File: src/rtl/blackjack_pkg.sv
// Shared BlackJack definitions: deal sequencer state encoding and the
// state-to-output decode used to build its registered Moore outputs.
package blackjack_pkg;

    typedef enum logic [2:0] {
        ST_IDLE  = 3'd0,
        ST_DEAL  = 3'd1,
        ST_CLEAR = 3'd2,
        ST_WAIT  = 3'd3,
        ST_DONE  = 3'd4
    } deal_state_e;

    typedef struct packed {
        logic rst_counter;
        logic act_counter;
        logic deal_pulse;
        logic busy;
        logic done;
    } deal_outs_t;

    function automatic deal_outs_t decode_outputs(input deal_state_e st);
        deal_outs_t o;
        o = '{rst_counter: 1'b0, act_counter: 1'b0, deal_pulse: 1'b0,
              busy: 1'b0, done: 1'b0};
        case (st)
            ST_IDLE:  o.busy = 1'b0;
            ST_DEAL:  begin o.deal_pulse  = 1'b1; o.busy = 1'b1; end
            ST_CLEAR: begin o.rst_counter = 1'b1; o.busy = 1'b1; end
            ST_WAIT:  begin o.act_counter = 1'b1; o.busy = 1'b1; end
            ST_DONE:  begin o.done        = 1'b1; o.busy = 1'b1; end
            default:  o.busy = 1'b0;
        endcase
        return o;
    endfunction

endpackage

File: src/rtl/deal_sequencer.sv
// Deals N_CARDS cards one at a time, pausing for the external 2 s Counter
// after each card. Outputs are registered from the next state.
module deal_sequencer
    import blackjack_pkg::*;
#(
    parameter int N_CARDS   = 4,
    parameter int IDX_WIDTH = 3
) (
    input  logic                 clk_2K,
    input  logic                 i_Reset,
    input  logic                 i_Start,
    input  logic                 i_Abort,
    input  logic                 i_TwoSec,
    output logic                 o_RstCounter,
    output logic                 o_ActCounter,
    output logic                 o_DealPulse,
    output logic [IDX_WIDTH-1:0] o_CardIdx,
    output logic                 o_Busy,
    output logic                 o_Done
);

    deal_state_e          state_r;
    deal_state_e          state_nx_s;
    logic [IDX_WIDTH-1:0] idx_r;
    logic [IDX_WIDTH-1:0] idx_nx_s;
    logic                 wait_first_r;
    deal_outs_t           outs_r;

    // Next-state and card-count logic; abort from any busy state wins over everything.
    always_comb begin
        state_nx_s = state_r;
        idx_nx_s   = idx_r;
        if (i_Abort && (state_r != ST_IDLE)) begin
            state_nx_s = ST_IDLE;
            idx_nx_s   = {IDX_WIDTH{1'b0}};
        end else begin
            case (state_r)
                ST_IDLE: begin
                    if (i_Start && !i_Abort) begin
                        state_nx_s = ST_DEAL;
                        idx_nx_s   = {IDX_WIDTH{1'b0}};
                    end else begin
                        state_nx_s = ST_IDLE;
                    end
                end
                ST_DEAL: begin
                    state_nx_s = ST_CLEAR;
                    idx_nx_s   = idx_r + IDX_WIDTH'(1);
                end
                ST_CLEAR: state_nx_s = ST_WAIT;
                ST_WAIT: begin
                    // The first WAIT cycle may still see a flag from before the clear.
                    if (!wait_first_r && i_TwoSec) begin
                        if (idx_r == IDX_WIDTH'(N_CARDS)) begin
                            state_nx_s = ST_DONE;
                        end else begin
                            state_nx_s = ST_DEAL;
                        end
                    end else begin
                        state_nx_s = ST_WAIT;
                    end
                end
                ST_DONE: state_nx_s = ST_IDLE;
                default: state_nx_s = ST_IDLE;
            endcase
        end
    end

    // State, card index, first-wait flag and output registers.
    always_ff @(posedge clk_2K or negedge i_Reset) begin
        if (!i_Reset) begin
            state_r      <= ST_IDLE;
            idx_r        <= {IDX_WIDTH{1'b0}};
            wait_first_r <= 1'b0;
            outs_r       <= decode_outputs(ST_IDLE);
        end else begin
            state_r      <= state_nx_s;
            idx_r        <= idx_nx_s;
            wait_first_r <= (state_nx_s == ST_WAIT) && (state_r != ST_WAIT);
            outs_r       <= decode_outputs(state_nx_s);
        end
    end

    assign o_RstCounter = outs_r.rst_counter;
    assign o_ActCounter = outs_r.act_counter;
    assign o_DealPulse  = outs_r.deal_pulse;
    assign o_Busy       = outs_r.busy;
    assign o_Done       = outs_r.done;
    assign o_CardIdx    = idx_r;

endmodule

File: config.mk
export PLATFORM = sky130hd
export DESIGN_NAME = deal_sequencer
export DESIGN_NICKNAME = d
export VERILOG_FILES = /design/src/rtl/blackjack_pkg.sv /design/src/rtl/deal_sequencer.sv
export SDC_FILE = /design/constraint.sdc
export NUM_CORES = 1
export LEC_CHECK = 0
export CORE_UTILIZATION = 30
export CTS_CLUSTER_SIZE = 20
export DETAILED_ROUTE_END_ITERATION = 7
export SLEW_MARGIN = 20
export SYNTH_ARGS = -nofsm -noshare
export SYNTH_HDL_FRONTEND = slang
export SYNTH_SLANG_ARGS = --single-unit
File: constraint.sdc
create_clock -name clk_2K -period 2.15 [get_ports clk_2K]
set_input_delay 0.215 -clock clk_2K [delete_from_list [all_inputs] [get_ports clk_2K]]
set_output_delay 0.215 -clock clk_2K [all_outputs]
set_load 0.02 [all_outputs]
; Word level (Yosys, flattened, before mapping)
; Index checks and enable logic that the tools add are counted.
[word_totals]
mem_bits_rw = 0
out_inout_bits = 8
word_cells = 43
reg_bits = 12
in_bits = 5
mem_bits_ro = 0
mem_count = 0
latch_bits = 0
[op_classes]
reduce_logical = 11
shift = 0
eq_ne = 10
muxes = 13
n_div = 0
n_bitwise = 0
n_addsub = 1
magnitude_cmp = 0
n_mul = 0
[ops]
columns = cell, n
row1 = 3-bit two-way mux, 5
row2 = "3-bit by 2-bit equality test with 1-bit output, second input constant", 4
row3 = 3-bit case mux with 4 select lines, 1
row4 = "3-bit by 1-bit equality test with 1-bit output, second input constant", 2
row5 = "3-bit equality test, second input constant", 2
row6 = 1-bit two-way mux, 6
row7 = 3-bit case mux with 2 select lines, 1
row8 = 3-bit nonzero test, 2
row9 = 1-bit logical AND, 4
row10 = 4-bit OR reduction, 1
row11 = "3-bit by 1-bit adder with 3-bit output, second input constant", 1
row12 = 3-bit zero test, 1
row13 = "3-bit by 2-bit != test with 1-bit output, second input constant", 1
row14 = "3-bit != test, second input constant", 1
row15 = 1-bit zero test, 2
row16 = 2-bit AND reduction, 1

; Logic depth before layout (Yosys ltp)
; Gate-level depths: netlist of the first run.
[logic_depth]
ltp_word = 8
depth_mapped = 5
mapped_depth_nobuf = 5

; Worst setup path before layout of the first run
; Ideal clock, no wire load.
[synth_timing]
path_type = flip-flop to flip-flop
from = register idx_r[0] (netlist: o_CardIdx[0])
to = register state_r[0]
arrival_ns = 1.066
period_less_slack_ns = 1.194
setup_time_ns = 0.129
path_stages_with_launch = 6
t_required_ns = 2.021
path_buffers = 0
setup_slack_ns = 0.956
cell_sequence = dfrtp_1 > inv_1 > ha_1 > nand2_1 > nor3b_1 > o22ai_1
[synth_via]
elab_chain_cells = 5
[synth_lines]
columns = item, line_no
row1 = "start, declared", deal_sequencer.sv:24  ; logic [IDX_WIDTH-1:0] idx_r;
row2 = "start signal, assigned", deal_sequencer.sv:73  ; idx_r <= {IDX_WIDTH{1'b0}};
row3 = "start signal, assigned", deal_sequencer.sv:78  ; idx_r <= idx_nx_s;
row4 = 3-bit equality test, deal_sequencer.sv:54  ; if (idx_r == IDX_WIDTH'(N_CARDS)) begin
row5 = 3-bit two-way mux, deal_sequencer.sv:54
row6 = 3-bit two-way mux, deal_sequencer.sv:53  ; if (!wait_first_r && i_TwoSec) begin
row7 = 3-bit case mux with 4 select lines, deal_sequencer.sv:37  ; case (state_r)
row8 = 3-bit two-way mux, deal_sequencer.sv:33  ; if (i_Abort && (state_r != ST_IDLE)) begin
row9 = net state_nx_s[0], deal_sequencer.sv:23  ; deal_state_e state_nx_s;
row10 = "end signal, assigned", deal_sequencer.sv:77  ; state_r <= state_nx_s;
row11 = "end, declared", deal_sequencer.sv:22  ; deal_state_e state_r;
; The timed path passes the listed nets, and every way through them passes these cells.
; A chain may end at the register's enable or synchronous reset.

; Worst setup path after layout of the first run
[layout_timing]
from = register idx_r[2] (netlist: o_CardIdx[2])
to = output o_CardIdx[2]
[layout_lines]
columns = item, line_no
row1 = "end, declared", deal_sequencer.sv:17  ; output logic [IDX_WIDTH-1:0] o_CardIdx,
; No word-level cell between the ends.

==> flow_metrics.tcl, run 1 <==
set metrics [dict create \
    slew_headroom_pct 63.94 \
    cts_resized 0 \
    row_count 14 \
    r2r-end "o_CardIdx[2]" \
    yosysWarnings 0 \
    io_buffers 12 \
    drt-met1-wl_um 462 \
    die-area_um2 1927 \
    cts_max_level 1 \
    period_share_pct 69.90 \
    yosysUniqueCellTypes 19 \
    cts_buffers 3 \
    cts_sinks 12 \
    path_class "reg2out" \
    drive_gt1_share_pct 8.065 \
    worst-path-buf-inv 1 \
    setup_viol 0 \
    drt_first_pass_iters 5 \
    required_ns 1.93 \
    synth_seq_cells 12 \
    peakVddDrop_mv 0.4206 \
    clk_latency_ns 0.27 \
    synth_seq_area_share_pct 57.01 \
    cts_tree "done" \
    cts_root_buf "clkbuf_4" \
    maxCapViolations 0 \
    place_hpwl_um 648.1 \
    final_max_slew_viol_count 0 \
    nFillCells 167 \
    synth_top_area_share_pct 57.01 \
    status "finished clean" \
    post_cts_buffers 0 \
    synth_area_per_cell_um2 11.21 \
    grt_overflow_total 0 \
    routabilityCongestion 0.7690 \
    initial_core_util_pct 33.41 \
    wl_met2_um 385 \
    regToRegSetupSlack_ns 0.90 \
    grt_start_max_net_pins 13 \
    drtIter0Drc 8 \
    clkTransAtPathRegs_ns 0.08 \
    syn_inst 47 \
    via_per_inst 4.910 \
    die_w_um 43.90 \
    wire_per_inst_um 11.32 \
    hold_class "in2async" \
    power_density_nw_per_um2 800.8 \
    routed.top_layer "met4" \
    critPathMaxStageDelay_ns 0.62 \
    num_io_pins 13 \
    core_area_um2 1577 \
    r2r_cells 3 \
    wirelength_um 883 \
    regArea_um2 300.3 \
    synth_area_leader_cell "dfrtp_1" \
    worst_setup_path_start_kind "flip-flop" \
    grt_pass1_wl_mm 1.587 \
    die_h_um 43.90 \
    endpoint_kind "primary output" \
    critPathTopFamily "buffers and inverters" \
    syn-num-nets 54 \
    ant_nets 0 \
    rsz0062_at_grt "false" \
    hold_violations 0 \
    r2r-start "state_r[1]" \
    whs_ns 0.2952 \
    worstMarginPinSlew_ns 0.5393 \
    ctsHoldBuffers 0 \
    clockBufferDepth 2 \
    leakage_nw 0.3051 \
    synthTopCellsByArea "dfrtp_1 57%, ha_1 4.8%, nor3b_1 4.3%" \
    areaGrowthSynthToFinish_pct 31.35 \
    final_nets 70 \
    timing.final.crit_period_ns 1.503 \
    antennaDiodeCount 0 \
    crit_fanout 5 \
    setup_tns_ns 0 \
    multi_input_area_um2 203.9 \
    grt_pass1_vias 361 \
    drc 0 \
    fmax_mhz 665.4 \
    vias 383 \
    crit_slowest_cell "clkdlybuf4s50_1" \
    cp.arrival_ns 1.29 \
    finalClockSkew_ns 0.001642 \
    route.met3.wl_um 22 \
    track_usage_pct 11.79 \
    synth.cell_area_um2 526.8 \
    cp_cell_sequence "clkdlybuf4s50_1" \
    antenna_found_initial 0 \
]
logic make-up after synthesis:
logic type	after synthesis	synth area share, %
AO/OA/AOI/OAI	10	13.06
adder cells (fa/ha/maj)	2	4.750
buffers and inverters	4	4.275
flip-flops	12	57.01
AND/OR/NAND/NOR	19	20.90
power breakdown:
part | internal [mW] | switching [mW]
clock | 0.103 | 0.0744
sequential | 0.246 | 0.0192
combinational | 0.0539 | 0.0578
sequential cells by signal, summed over array words and instances, names as in the netlist:
name / cells
o_Busy: 1
o_RstCounter: 1
o_ActCounter: 1
o_CardIdx: 3
o_DealPulse: 1
wait_first_r: 1
o_Done: 1
state_r: 3
layer usage:
metal  global-route usage [%]  up-vias
li1                         -      197
met1                    15.04      174
met2                    17.31       10
met3                    3.750        2
met4                    7.273        0
met5                        0        -
cell usage after synthesis (all sizes together):
cell type / count
dfrtp: 12
nand2: 5
o21ai: 5
nor2: 4
inv: 3
nor2b: 3
nor3b: 3
ha: 2
a2111oi: 1
and3b: 1
buf: 1
nand3: 1
nand4: 1
nor4b: 1
o21bai: 1
o22ai: 1
o31a: 1
o41a: 1
metrics by stage:
stage	utilization, %	std cells	cell area, µm²	setup slack (ns)	power [mW]
2_1_floorplan	-	47	526.8	0.9557	0.3343
3_3_place_gp	41.59	74	655.6	0.7305	0.3803
3_5_place_dp	41.59	74	655.6	0.7059	0.3817
4_1_cts	43.89	78	691.9	0.6276	0.5627
5_1_grt	43.89	78	691.9	0.5763	0.5909
6_report	43.89	78	691.9	0.6472	0.5541
worst max path at each step:
stage               slack [ns]  depth (start not counted)          from           end
floorplan                 0.96                          5  o_CardIdx[0]    state_r[0]
global placement          0.73                          4       i_Abort  o_CardIdx[2]
detailed placement        0.71                          4       i_Abort    state_r[2]
CTS                       0.63                          1  o_CardIdx[2]  o_CardIdx[2]
global route              0.58                          1  o_CardIdx[2]  o_CardIdx[2]
finish                    0.65                          1  o_CardIdx[2]  o_CardIdx[2]
final cells by class:
cell class	count	area share [%]
Sequential cell	12	43.40
Multi-Input combinational cell	31	29.48
Timing Repair Buffer	12	17.36
Clock buffer	4	5.244
Tap cell	16	2.893
Inverter	3	1.627
layout by cell type (no fill, tap or decap):
cell type and count:
and3b_1 1, a2111oi_1 1, clkbuf_8 1, o22ai_1 1, o31a_1 1, dfrtp_1 12
nor4b_2 1, nand2_1 5, nor3b_1 3, inv_1 3, nor2b_1 3, clkdlybuf4s50_1 12
clkbuf_4 3, o21ai_1 4, nor2_1 4, nand4_1 1, nand3_1 1, o21bai_1 1
o41a_1 1, o21ai_0 1, ha_1 2
No activity file was read; power rests on OpenSTA's default activity.
==> inputs of run 2 (changes only) <==
- clock period: 2.15 -> 1.3 ns (I/O delays scaled with it)
==> run 2 against run 1 <==
  * Final cell count grew 9.0%
  * Clock power grew 66%
  * Final area grew 6.1%
  * Critical path type is now reg2reg
  * Critical endpoint is now state_r[1]
  * Highest routed layer unchanged
==> flow_metrics.tcl, run 2 (synthesized netlist as in run 1, its figures left out) <==
set metrics [dict create \
    post_cts_buffers 0 \
    grt_overflow_total 0 \
    antenna_found_initial 0 \
    ant_nets 0 \
    die-area_um2 1927 \
    track_usage_pct 11.62 \
    finalClockSkew_ns 0.0009589 \
    final_nets 77 \
    design_area_um2 734.5 \
    vias 403 \
    antennaDiodeCount 0 \
    drc 0 \
    peakVddDrop_mv 0.6145 \
    wire_per_inst_um 10.35 \
    endpoint_kind "flip-flop" \
    power_density_nw_per_um2 1256 \
    num_io_pins 13 \
    whs_ns 0.1488 \
    nFillCells 151 \
    cts_buffers 3 \
    setup_viol 0 \
    grt_start_max_net_pins 13 \
    hold_violations 0 \
    ctsHoldBuffers 0 \
    io_buffers 12 \
    row_count 14 \
    layout_common_cells "12 x dfrtp_1, 8 x dlygate4sd2_1, 7 x buf_4" \
    place_hpwl_um 672.1 \
    timing.final.crit_period_ns 1.207 \
    grt_pass1_wl_mm 1.580 \
    clk_latency_ns 0.27 \
    multi_input_area_um2 203.9 \
    design_power_total_mw 0.9226 \
    initial_core_util_pct 33.41 \
    cts_resized 8 \
    wirelength_um 880 \
    rsz0062_at_grt "false" \
    drtIter0Drc 8 \
    placed_area_um2 708.2 \
    setup_tns_ns 0 \
    final_max_slew_viol_count 0 \
    dp_cells 81 \
    mostFrequentLayoutCell "dfrtp_1" \
    cts_tree "done" \
    period_share_pct 92.83 \
    maxCapViolations 0 \
    slew_headroom_pct 77.73 \
    cts_sinks 12 \
    via_per_inst 4.741 \
    worstMarginPinSlew_ns 0.3332 \
    hold_class "in2async" \
    grt_pass1_vias 387 \
    worst_setup_path_start_kind "flip-flop" \
    die_h_um 43.90 \
    routabilityCongestion 0.7132 \
    drt_first_pass_iters 5 \
    die_w_um 43.90 \
    status "finished clean" \
    path_class "reg2reg" \
    leakage_nw 0.3719 \
    cts_max_level 1 \
    crit_fanout 7 \
    clockBufferDepth 2 \
    clkTransAtPathRegs_ns 0.08 \
    fmax_mhz 828.7 \
    drive_gt1_share_pct 17.39 \
    regArea_um2 300.3 \
    instances_no_fill 85 \
    required_ns 1.44 \
    areaGrowthSynthToFinish_pct 39.43 \
    cp.arrival_ns 1.35 \
    core_area_um2 1577 \
    cts_root_buf "clkbuf_4" \
]
==> run 2: changes by cell type in the layout (fill, tap and decap cells not counted) <==
cell / delta
buf_4: +7
dlygate4sd2_1: +8
clkdlybuf4s50_1: -8
==> run 2: path summary, 6_finish.rpt <==
check	endpoint	slack (ns)	startpoint	cells after the start
setup / recovery	state_r[1]	0.09	state_r[0]	2
hold / removal	o_RstCounter	0.15	i_Reset	2
setup reg to reg	state_r[1]	0.09	state_r[0]	2
hold reg to reg	wait_first_r	0.55	state_r[0]	1
max in group asynchronous	wait_first_r	1.00	i_Reset	2
min in group clk_2K	state_r[1]	0.53	i_Abort	2
==> run 2: metrics by stage <==
stage / util, % / setup slack, ns
2_1_floorplan: - / 0.1057
3_3_place_gp: 44.92 / 0.01544
3_5_place_dp: 44.92 / -0.006468
4_1_cts: 46.59 / 0.07513
5_1_grt: 46.59 / 0.02461
6_report: 46.59 / 0.09322
==> run 2: layout make-up <==
class,instances,area share (%)
tap,16,2.726
sequential,12,40.89
clock buffer,4,4.940
inverter,3,1.533
multi-input combinational,31,27.77
timing repair buffer,19,22.15
==> run 2: per-layer routing <==
| metal | routed length (µm) | vias up | global-route usage (%) |
|---|---|---|---|
| met2 | 362 | 8 | 15.82 |
| li1 | - | 213 | - |
| met3 | 18 | 2 | 1.250 |
| met5 | 0 | - | 0 |
| met4 | 19 | 0 | 10.91 |
| met1 | 480 | 180 | 15.87 |
==> run 2: where the power goes <==
group          total (mW)  internal, mW  leakage [nW]  switching, mW
Sequential          0.434         0.407         0.161         0.0272
Combinational       0.196        0.0942         0.190          0.102
Clock               0.293         0.170        0.0210          0.123
==> run 2: critical path, stage by stage, from the launching register on <==
cell and delay, ns:
dfrtp_1 0.45, and3b_1 0.24, a2111oi_1 0.40
